## src/rtl/store_buffer_pkg.sv

```systemverilog
// Shared types and helpers for the committed-store buffer.
package store_buffer_pkg;

   localparam int REGISTER_SIZE = 32;
   localparam int ADDRESS_SIZE  = 32;
   localparam int SB_ID_SIZE    = 2;
   localparam int SB_DEPTH      = 1 << SB_ID_SIZE;

   typedef logic [SB_ID_SIZE-1:0] sb_id_t;

   typedef struct packed {
      logic [ADDRESS_SIZE-1:0]  address;
      logic [REGISTER_SIZE-1:0] data;
      logic                     valid;
   } sb_entry_t;

   // Age of slot idx relative to the oldest slot; the SB_ID_SIZE-bit
   // result wraps naturally, so larger means younger.
   function automatic sb_id_t ring_dist(input sb_id_t idx, input sb_id_t head);
      return idx - head;
   endfunction

endpackage

```

## src/rtl/store_buffer_if.sv

```systemverilog
// Bundle of ROB commit, data-cache write and load-forwarding signals.
interface store_buffer_if;
   import store_buffer_pkg::*;

   logic [ADDRESS_SIZE-1:0]  store_address;
   logic [REGISTER_SIZE-1:0] store_data;
   logic                     store_req;
   logic                     store_stall;
   logic [ADDRESS_SIZE-1:0]  dc_address;
   logic [REGISTER_SIZE-1:0] dc_data;
   logic                     dc_req;
   logic                     dc_stall;
   logic [ADDRESS_SIZE-1:0]  ld_address;
   logic                     ld_hit;
   logic [REGISTER_SIZE-1:0] ld_data;
   logic                     sb_empty;

   // Environment side: ROB, cache and load unit.
   modport master (
      output store_address, store_data, store_req, dc_stall, ld_address,
      input  store_stall, dc_address, dc_data, dc_req, ld_hit, ld_data, sb_empty
   );

   // Store buffer side.
   modport slave (
      input  store_address, store_data, store_req, dc_stall, ld_address,
      output store_stall, dc_address, dc_data, dc_req, ld_hit, ld_data, sb_empty
   );

endinterface

```

## src/rtl/store_buffer_sb_forward.sv

```systemverilog
// Combinational load forwarding: match every valid entry, youngest wins.
module sb_forward
   import store_buffer_pkg::*;
(
   input  sb_entry_t                entries_i [SB_DEPTH],
   input  sb_id_t                   head_i,
   input  logic [ADDRESS_SIZE-1:0]  ld_address_i,
   output logic                     ld_hit_o,
   output logic [REGISTER_SIZE-1:0] ld_data_o
);

   logic [SB_DEPTH-1:0] match;
   sb_id_t              age [SB_DEPTH];
   sb_id_t              best_age;

   generate
      for (genvar gi = 0; gi < SB_DEPTH; gi++) begin : g_cmp
         assign match[gi] = entries_i[gi].valid && (entries_i[gi].address == ld_address_i);
         assign age[gi]   = ring_dist(sb_id_t'(gi), head_i);
      end
   endgenerate

   // Pick the matching entry with the largest distance from head.
   always_comb begin
      ld_hit_o  = 1'b0;
      ld_data_o = '0;
      best_age  = '0;
      for (int i = 0; i < SB_DEPTH; i++) begin
         if (match[sb_id_t'(i)] && (!ld_hit_o || (age[sb_id_t'(i)] > best_age))) begin
            ld_hit_o  = 1'b1;
            best_age  = age[sb_id_t'(i)];
            ld_data_o = entries_i[sb_id_t'(i)].data;
         end
      end
   end

endmodule

```

## src/rtl/store_buffer.sv

```systemverilog
// Committed-store FIFO: accepts retired stores, drains them in order to
// the data cache and forwards buffered data to younger loads.
module store_buffer
   import store_buffer_pkg::*;
(
   input  logic         clk,
   input  logic         reset,
   store_buffer_if.slave sb
);

   localparam logic [SB_ID_SIZE:0] CNT_FULL = (SB_ID_SIZE+1)'(SB_DEPTH);
   localparam logic [SB_ID_SIZE:0] CNT_ONE  = (SB_ID_SIZE+1)'(1);
   localparam sb_id_t              PTR_ONE  = sb_id_t'(1);

   sb_entry_t           entry_q [SB_DEPTH];
   sb_id_t              head_q, head_d;
   sb_id_t              tail_q, tail_d;
   logic [SB_ID_SIZE:0] count_q, count_d;
   logic                empty, full, enq, deq;
   logic [SB_DEPTH-1:0] wr_en, clr_en;

   // Full/empty come only from the registered count, so a same-cycle
   // drain never admits a store into a full buffer.
   assign empty = (count_q == '0);
   assign full  = (count_q == CNT_FULL);
   assign enq   = sb.store_req && !full;
   assign deq   = !empty && !sb.dc_stall;

   assign sb.store_stall = full;
   assign sb.sb_empty    = empty;
   assign sb.dc_req      = !empty;
   assign sb.dc_address  = empty ? '0 : entry_q[head_q].address;
   assign sb.dc_data     = empty ? '0 : entry_q[head_q].data;

   generate
      for (genvar gi = 0; gi < SB_DEPTH; gi++) begin : g_slot
         assign wr_en[gi]  = enq && (tail_q == sb_id_t'(gi));
         assign clr_en[gi] = deq && (head_q == sb_id_t'(gi));
      end
   endgenerate

   // Next pointers and occupancy; enqueue plus drain leaves count unchanged.
   always_comb begin
      head_d  = head_q;
      tail_d  = tail_q;
      count_d = count_q;
      if (enq) tail_d = tail_q + PTR_ONE;
      if (deq) head_d = head_q + PTR_ONE;
      case ({enq, deq})
         2'b10:   count_d = count_q + CNT_ONE;
         2'b01:   count_d = count_q - CNT_ONE;
         default: count_d = count_q;
      endcase
   end

   // Pointer and count registers.
   always_ff @(posedge clk or negedge reset) begin
      if (!reset) begin
         head_q  <= '0;
         tail_q  <= '0;
         count_q <= '0;
      end else begin
         head_q  <= head_d;
         tail_q  <= tail_d;
         count_q <= count_d;
      end
   end

   // Entry storage: write at tail on enqueue, invalidate head on drain.
   always_ff @(posedge clk or negedge reset) begin
      if (!reset) begin
         for (int i = 0; i < SB_DEPTH; i++) entry_q[sb_id_t'(i)] <= '0;
      end else begin
         for (int i = 0; i < SB_DEPTH; i++) begin
            if (wr_en[sb_id_t'(i)]) begin
               entry_q[sb_id_t'(i)] <= '{address: sb.store_address,
                                         data:    sb.store_data,
                                         valid:   1'b1};
            end else if (clr_en[sb_id_t'(i)]) begin
               entry_q[sb_id_t'(i)].valid <= 1'b0;
            end
         end
      end
   end

   sb_forward u_fwd (
      .entries_i    (entry_q),
      .head_i       (head_q),
      .ld_address_i (sb.ld_address),
      .ld_hit_o     (sb.ld_hit),
      .ld_data_o    (sb.ld_data)
   );

endmodule
```

## src/flat_wrapper.sv

```systemverilog
// flat-port wrapper written by rule: the top's interface ports become plain ports
module store_buffer_flat import store_buffer_pkg::*;
  (clk, reset, sb_store_address, sb_store_data, sb_store_req, sb_dc_stall, sb_ld_address, sb_store_stall, sb_dc_address, sb_dc_data, sb_dc_req, sb_ld_hit, sb_ld_data, sb_sb_empty);
  store_buffer_if sb_i ();
  input  logic clk;
  input  logic reset;
  input wire logic [$bits(sb_i.store_address)-1:0] sb_store_address;
  input wire logic [$bits(sb_i.store_data)-1:0] sb_store_data;
  input wire logic [$bits(sb_i.store_req)-1:0] sb_store_req;
  input wire logic [$bits(sb_i.dc_stall)-1:0] sb_dc_stall;
  input wire logic [$bits(sb_i.ld_address)-1:0] sb_ld_address;
  output wire logic [$bits(sb_i.store_stall)-1:0] sb_store_stall;
  output wire logic [$bits(sb_i.dc_address)-1:0] sb_dc_address;
  output wire logic [$bits(sb_i.dc_data)-1:0] sb_dc_data;
  output wire logic [$bits(sb_i.dc_req)-1:0] sb_dc_req;
  output wire logic [$bits(sb_i.ld_hit)-1:0] sb_ld_hit;
  output wire logic [$bits(sb_i.ld_data)-1:0] sb_ld_data;
  output wire logic [$bits(sb_i.sb_empty)-1:0] sb_sb_empty;
  assign sb_i.store_address = sb_store_address;
  assign sb_i.store_data = sb_store_data;
  assign sb_i.store_req = sb_store_req;
  assign sb_i.dc_stall = sb_dc_stall;
  assign sb_i.ld_address = sb_ld_address;
  assign sb_store_stall = sb_i.store_stall;
  assign sb_dc_address = sb_i.dc_address;
  assign sb_dc_data = sb_i.dc_data;
  assign sb_dc_req = sb_i.dc_req;
  assign sb_ld_hit = sb_i.ld_hit;
  assign sb_ld_data = sb_i.ld_data;
  assign sb_sb_empty = sb_i.sb_empty;
  store_buffer u_core (.clk(clk), .reset(reset), .sb(sb_i));
endmodule
```

## config.mk

```make
export PLATFORM = sky130hd
export DESIGN_NAME = store_buffer_flat
export DESIGN_NICKNAME = d
export VERILOG_FILES = /design/src/rtl/store_buffer_pkg.sv /design/src/rtl/store_buffer_if.sv /design/src/rtl/store_buffer_sb_forward.sv /design/src/rtl/store_buffer.sv /design/src/flat_wrapper.sv
export SDC_FILE = /design/constraint.sdc
export NUM_CORES = 1
export LEC_CHECK = 0
export BUFFER_PORTS_ARGS = -buffer_cell sky130_fd_sc_hd__buf_2
export CAP_MARGIN = 10
export CORE_UTILIZATION = 59
export CTS_CLUSTER_SIZE = 8
export DETAILED_ROUTE_END_ITERATION = 6
export HOLD_SLACK_MARGIN = 0.15
export PLACE_DENSITY_LB_ADDON = 0.08
export REMOVE_ABC_BUFFERS = 1
export SLEW_MARGIN = 20
export SYNTH_ARGS = -nofsm -noshare
export SYNTH_HDL_FRONTEND = slang
export SYNTH_SLANG_ARGS = --single-unit
```

## constraint.sdc

```tcl
create_clock -name clk -period 5.93 [get_ports clk]
set_input_delay 0.593 -clock clk [delete_from_list [all_inputs] [get_ports clk]]
set_output_delay 0.593 -clock clk [all_outputs]
set_load 0.02 [all_outputs]
```

==> flow_summary.toml, run 1 <==
[grt]
antenna_found_initial = 11
track_usage_pct = 28.93
first_global_vias = 10080
grt_pass1_wl_um = 57180
overflow = 0
grt_start_max_net_pins = 137

[sta]
tightest_slew_ns = 1.139
post-route-period-util_pct = 96.15
finalWorstSetupSlack_ns = 0.2286
finalMaxSlewViolations = 0
fin_hold_ws_ns = 0.3631
max_freq_mhz = 175.4
final.setup_skew_ns = 0.01334
finalSetupViolCount = 0
period_minus_slack_ns = 5.701
rsz0062_at_grt = "false"
slew_headroom_pct = 24.06
hold_viol_final = 0

[logic_synthesis]
synth.area.top_cells = "dfrtp_1 (45%), mux2_2 (22%), mux4_2 (9.7%)"
avgSynthCellArea_sq_um = 13.70
synth_area_leader_cell = "dfrtp_1"
synth_warnings = 0
synthFlopType = "dfrtp_1"
synth_seq_cells = 267
synth_area_sq_mm = 0.01486
synth_edf_count = 0
synth_top_area_share_pct = 44.96
syn_inst = 1085
ys_seq_area_share_pct = 44.96
synth.distinct_cells = 37
async_flop_share_pct = 100.0

[floorplanning]
initial_core_util_pct = 60.57
die_y_um = 160.7
rows = 57
core_sq_mm = 0.02453
pin_count = 200
dieWidth_um = 160.7
die-area_sq_mm = 0.02583

[clock_network]
clockRootBuffer = "clkbuf_16"
numCtsBuffers = 39
clock_latency_ns = 0.51
clk_pin_slew_worst_paths_ns = 0.05
cts_tree = "yes"
clockBufferDepth = 3
h-tree-depth = 2
clock-sinks = 267

[cells_and_area]
layout-drive-gt1-share_pct = 52.40
area_delta_synth_final_pct = 15.36
layout.nets = 1364
final_common_cell = "mux2_2"
fillers = 1809
fin_area_sq_mm = 0.01714
mostFrequentLayoutCells = "mux2_2 (294), dfrtp_1 (265), buf_2 (198)"

[detailed_routing]
drtPass1Iterations = 4
ant_nets = 0
wl_um = 36140
via_count = 9566
drcViolationCount = 0
via_per_inst = 6.043
detail_route.iter0.violations = 542
detail_route.wl_per_cell_um = 22.83

[setup_path]
worst_ep_arrival_time_ns = 5.11
worst_setup_path_end_kind = "output port"
crit_type = "reg -> out"
cp-start-kind = "flip-flop"
critical_path.max_fanout = 32
required_ns = 5.34

[status]
status = "complete, no violations"

[flow_run]
maxCapViolCount = 0

[pwr]
finalPower_mw = 10.39
power_density_mw_per_mm2 = 605.9
ir_drop_mv = 0.4700
power.leakage_nw = 7.590

[place]
gp_congestion = 0.8503
post_dp_cell_area_sq_mm = 0.01605
hpwl_um = 22170
place_ws_ns = 0.4497
port_buffers = 199

[worst_hold_path]
holdCritPathClass = "in -> reg"
## worst max-delay path: stages, from the launching register on
cell and delay [ns]:
dfrtp_1 0.40, xor2_1 0.17, nor4_1 0.44, and3_1 0.29, nand3_1 0.21, a41oi_4 0.25, a22oi_1 0.14, ha_1 0.39
a21oi_1 0.07, a21oi_1 0.11, a21oi_1 0.05, or2_2 0.32, mux2_2 0.28, ha_1 0.27, nand2_1 0.06, o21ai_0 0.14
a21oi_4 0.20, buf_12 0.22, mux2_2 0.37, buf_2 0.16
## final timing paths
path | start | end | slack [ns] | cells after the start
worst max register to register | u_core.count_q[0] | u_core.entry_q[91] | 2.92 | 5
min in group asynchronous | reset | u_core.tail_q[1] | 0.55 | 2
worst max-delay path | u_core.entry_q[180] | sb_ld_data[31] | 0.23 | 19
max in group asynchronous | reset | u_core.entry_q[32] | 4.36 | 3
worst min-delay path | sb_store_data[4] | u_core.entry_q[70] | 0.36 | 2
worst min register to register | u_core.entry_q[130] | u_core.entry_q[130] | 0.48 | 2
## cells in the mapped netlist, types with 5 or more instances
master / n
buf_2: 7
nor4_1: 12
nand4_1: 24
xor2_1: 37
mux2_2: 294
dfrtp_1: 267
buf_1: 5
ha_1: 13
nand3_1: 6
and2_1: 64
mux2_4: 27
o21ai_0: 5
inv_1: 11
a22o_1: 32
mux4_2: 64
clkbuf_1: 68
xnor2_1: 91
nand2_1: 21
xnor2_2: 5
## what timing repair did
action | CTS | global route
hold endpoints to repair | 0 | 30
buffers inserted | 0 | 0
gates resized for setup | 0 | 2
setup endpoints to repair | 0 | 32
hold buffers | 0 | 1
## cell families (layout without fill, tap and decap cells)
kind of cell               after synthesis  count (layout)  synth area share [%]
AOI/OAI and AO/OA                       44              44                 2.341
xor gates and xnor gates               133             133                 8.091
adders and majority gates               14              14                 1.229
buffers and inverters                   99             266                 3.031
DFF                                    267             267                 44.96
muxes                                  386             386                 34.78
other                                    0               7                     0
and+or+nand+nor                        142             142                 5.565
## area by class of cell
cell class	instances	area [sq um]	area share [%]
timing repair buffer	212	1151	6.715
multi-input combinational	719	7819	45.61
tap	324	405.4	2.365
clock inverter	2	38.79	0.2263
sequential	267	6686	39.00
clock buffer	41	983.4	5.737
inverter	11	41.29	0.2409
antenna	7	17.52	0.1022
## flip-flops by register name, summed over array words and instances, names as in the netlist
| signal | count |
|---|---|
| u_core.count_q | 3 |
| u_core.entry_q | 260 |
| u_core.head_q | 2 |
| u_core.tail_q | 2 |
## per-layer routing
layer	vias to the layer above	routed length [um]	global-route usage, %
li1	4247	-	-
met1	4989	16040	40.22
met2	255	17070	45.73
met3	69	2248	6.353
met4	6	747	8.919
met5	-	36	0
## through the flow
stage / util (%) / cells / setup TNS [ns]
3_5_place_dp: 65.43 / 1531 / 0
3_3_place_gp: 65.43 / 1531 / 0
5_1_grt: 69.84 / 1580 / 0
6_report: 69.87 / 1583 / 0
2_1_floorplan: - / 997 / -131.74
4_1_cts: 69.59 / 1574 / 0
## power breakdown
part,internal (mW),switching (mW)
clock network,1.20,0.742
registers,2.78,0.787
logic,2.55,2.33
total,6.53,3.86
(Power assumes the default switching activity.)
==> run 2, diff against run 1 <==
--- a/config.mk
+++ b/config.mk
@@ -7,6 +7,7 @@
 export LEC_CHECK = 0
 export BUFFER_PORTS_ARGS = -buffer_cell sky130_fd_sc_hd__buf_2
 export CAP_MARGIN = 10
+export CORE_ASPECT_RATIO = 1.1
 export CORE_UTILIZATION = 59
 export CTS_CLUSTER_SIZE = 8
 export DETAILED_ROUTE_END_ITERATION = 6
==> run 2 against run 1 <==
Net effect: clock power is essentially flat; worst setup slack lost 0.030 ns; cell count shrank 0.69%; non-clock buffer count grew 1; via count grew 1.1%; largest cell class unchanged; critical path depth is the same; critical path type unchanged; worst hold slack lost 0.011 ns; sequential power is essentially flat.
==> flow_summary.toml, run 2 (synthesized netlist as in run 1, its figures left out) <==
[cells_and_area]
fillers = 1843
area_delta_synth_final_pct = 15.27
final_common_cell = "mux2_2"
layout.nets = 1365
top_regs = "u_core.entry_q: 260 flops, u_core.count_q: 3 flops"
top_register = "u_core.entry_q"
layout-drive-gt1-share_pct = 52.59
mostFrequentLayoutCells = "mux2_2 (294), dfrtp_1 (265), buf_2 (198)"
fin_cells = 1572
largest_register_ffs = 260

[sta]
final.setup_skew_ns = 0.01533
post-route-period-util_pct = 96.66
max_freq_mhz = 174.5
finalWorstSetupSlack_ns = 0.1983
tns_ns = 0
finalSetupViolCount = 0
slew_headroom_pct = 24.20
finalMaxSlewViolations = 0
tightest_slew_ns = 1.137
rsz0062_at_grt = "false"
hold_viol_final = 0
period_minus_slack_ns = 5.732

[setup_path]
r2r_start = "u_core.count_q[0]"
r2r-end = "u_core.count_q[2]"
ff2ff_path_depth = 10
required_ns = 5.34
cp-startpoint = "u_core.entry_q[253]"
worst_setup_path_end_kind = "output port"
reg2reg_slack_ns = 2.80
cp-start-kind = "flip-flop"
crit_path_end = "sb_ld_data[27]"
critical_path.max_fanout = 32
crit_type = "reg -> out"
worst_ep_arrival_time_ns = 5.14

[floorplanning]
dieWidth_um = 153.3
die_y_um = 168.5
rows = 60
pin_count = 200
core_sq_mm = 0.02462
die-area_sq_mm = 0.02583
initial_core_util_pct = 60.35

[clock_network]
numCtsBuffers = 39
h-tree-depth = 2
clock_latency_ns = 0.52
clockRootBuffer = "clkbuf_16"
cts_tree = "yes"
clock-sinks = 267
clockBufferDepth = 3
clk_pin_slew_worst_paths_ns = 0.05

[worst_hold_path]
whs_path_depth = 2
holdCritPathClass = "in -> reg"

[place]
gp_congestion = 0.8688
place_ws_ns = 0.4426
hpwl_um = 22990
placed_cells = 1519
port_buffers = 199

[grt]
busiest_layer = "met2"
track_usage_pct = 30.02
use_met1_pct = 40.69
grt_pass1_wl_um = 59170
grt_start_max_net_pins = 104
grtUsageMet3_pct = 5.863
overflow = 0
met2_usage_pct = 48.74
first_global_vias = 10250
antenna_found_initial = 8

[detailed_routing]
drcViolationCount = 0
via_count = 9672
drtPass1Iterations = 4
wl_um = 37210
via_per_inst = 6.153
detail_route.wl_per_cell_um = 23.67
detail_route.iter0.violations = 495
ant_nets = 0

[status]
status = "complete, no violations"

[flow_run]
maxCapViolCount = 0

[pwr]
power.leakage_nw = 7.582
power_density_mw_per_mm2 = 607.9
ir_drop_mv = 0.3524
[run 2: stage by stage]
| step | hold WS [ns] | cell area (sq um) | utilization, % | total power, mW |
|---|---|---|---|---|
| after floorplan | 0.2974 | 14450 | - | 7.015 |
| after global placement | 0.4590 | 16040 | 65.13 | 8.340 |
| after detailed placement | 0.4647 | 16040 | 65.13 | 8.459 |
| after CTS | 0.3337 | 17090 | 69.40 | 10.47 |
| after global routing | 0.3425 | 17130 | 69.56 | 10.98 |
| final | 0.3526 | 17130 | 69.57 | 10.41 |
[run 2: area by class of cell]
class,count,area [sq um],share of cell area [%]
tap,310,387.9,2.264
sequential,267,6686,39.03
timing repair buffer,213,1126,6.574
clock buffer,42,1008,5.887
clock inverter,3,32.53,0.1899
inverter,11,41.29,0.2410
multi-input combinational,719,7830,45.71
antenna,7,17.52,0.1023
[run 2: routing by layer]
metal | vias to the layer above | routed length (um)
li1 | 4255 | -
met1 | 5041 | 15830
met2 | 310 | 18120
met3 | 64 | 2260
met4 | 2 | 986
met5 | - | 8
[run 2: timing repair]
action	CTS	global route
buffers inserted	0	0
hold buffers	1	0
endpoints found under the setup margin	0	32
hold endpoints to repair	3	0
resized for setup	0	2
[run 2: critical path, cell delays in order, from the launching register on]
cell,delay [ns]
dfrtp_1,0.40
xor2_1,0.18
nor4_1,0.45
nand4_1,0.21
nand4bb_1,0.35
a31oi_4,0.25
a22oi_1,0.11
ha_1,0.38
a21oi_1,0.06
a21oi_1,0.11
a21oi_1,0.06
or2_2,0.32
mux2_2,0.28
ha_1,0.27
nand2_1,0.06
o21ai_0,0.13
a21oi_4,0.20
buf_12,0.24
mux2_2,0.37
buf_2,0.16
[run 2: worst min-delay path by stage]
| stage | from | end |
|---|---|---|
| 2_1_floorplan | reset | u_core.count_q[0] |
| 3_3_place_gp | u_core.entry_q[0] | u_core.entry_q[0] |
| 3_5_place_dp | u_core.entry_q[0] | u_core.entry_q[0] |
| 4_1_cts | sb_store_data[25] | u_core.entry_q[91] |
| 5_1_grt | sb_store_address[23] | u_core.entry_q[251] |
| 6_report | sb_store_data[11] | u_core.entry_q[77] |
[run 2: power by group]
part | leakage, nW | total (mW) | switching, mW | internal [mW]
sequential | 3.16 | 3.57 | 0.792 | 2.78
clock | 0.507 | 1.95 | 0.764 | 1.19
combinational | 3.91 | 4.89 | 2.34 | 2.54
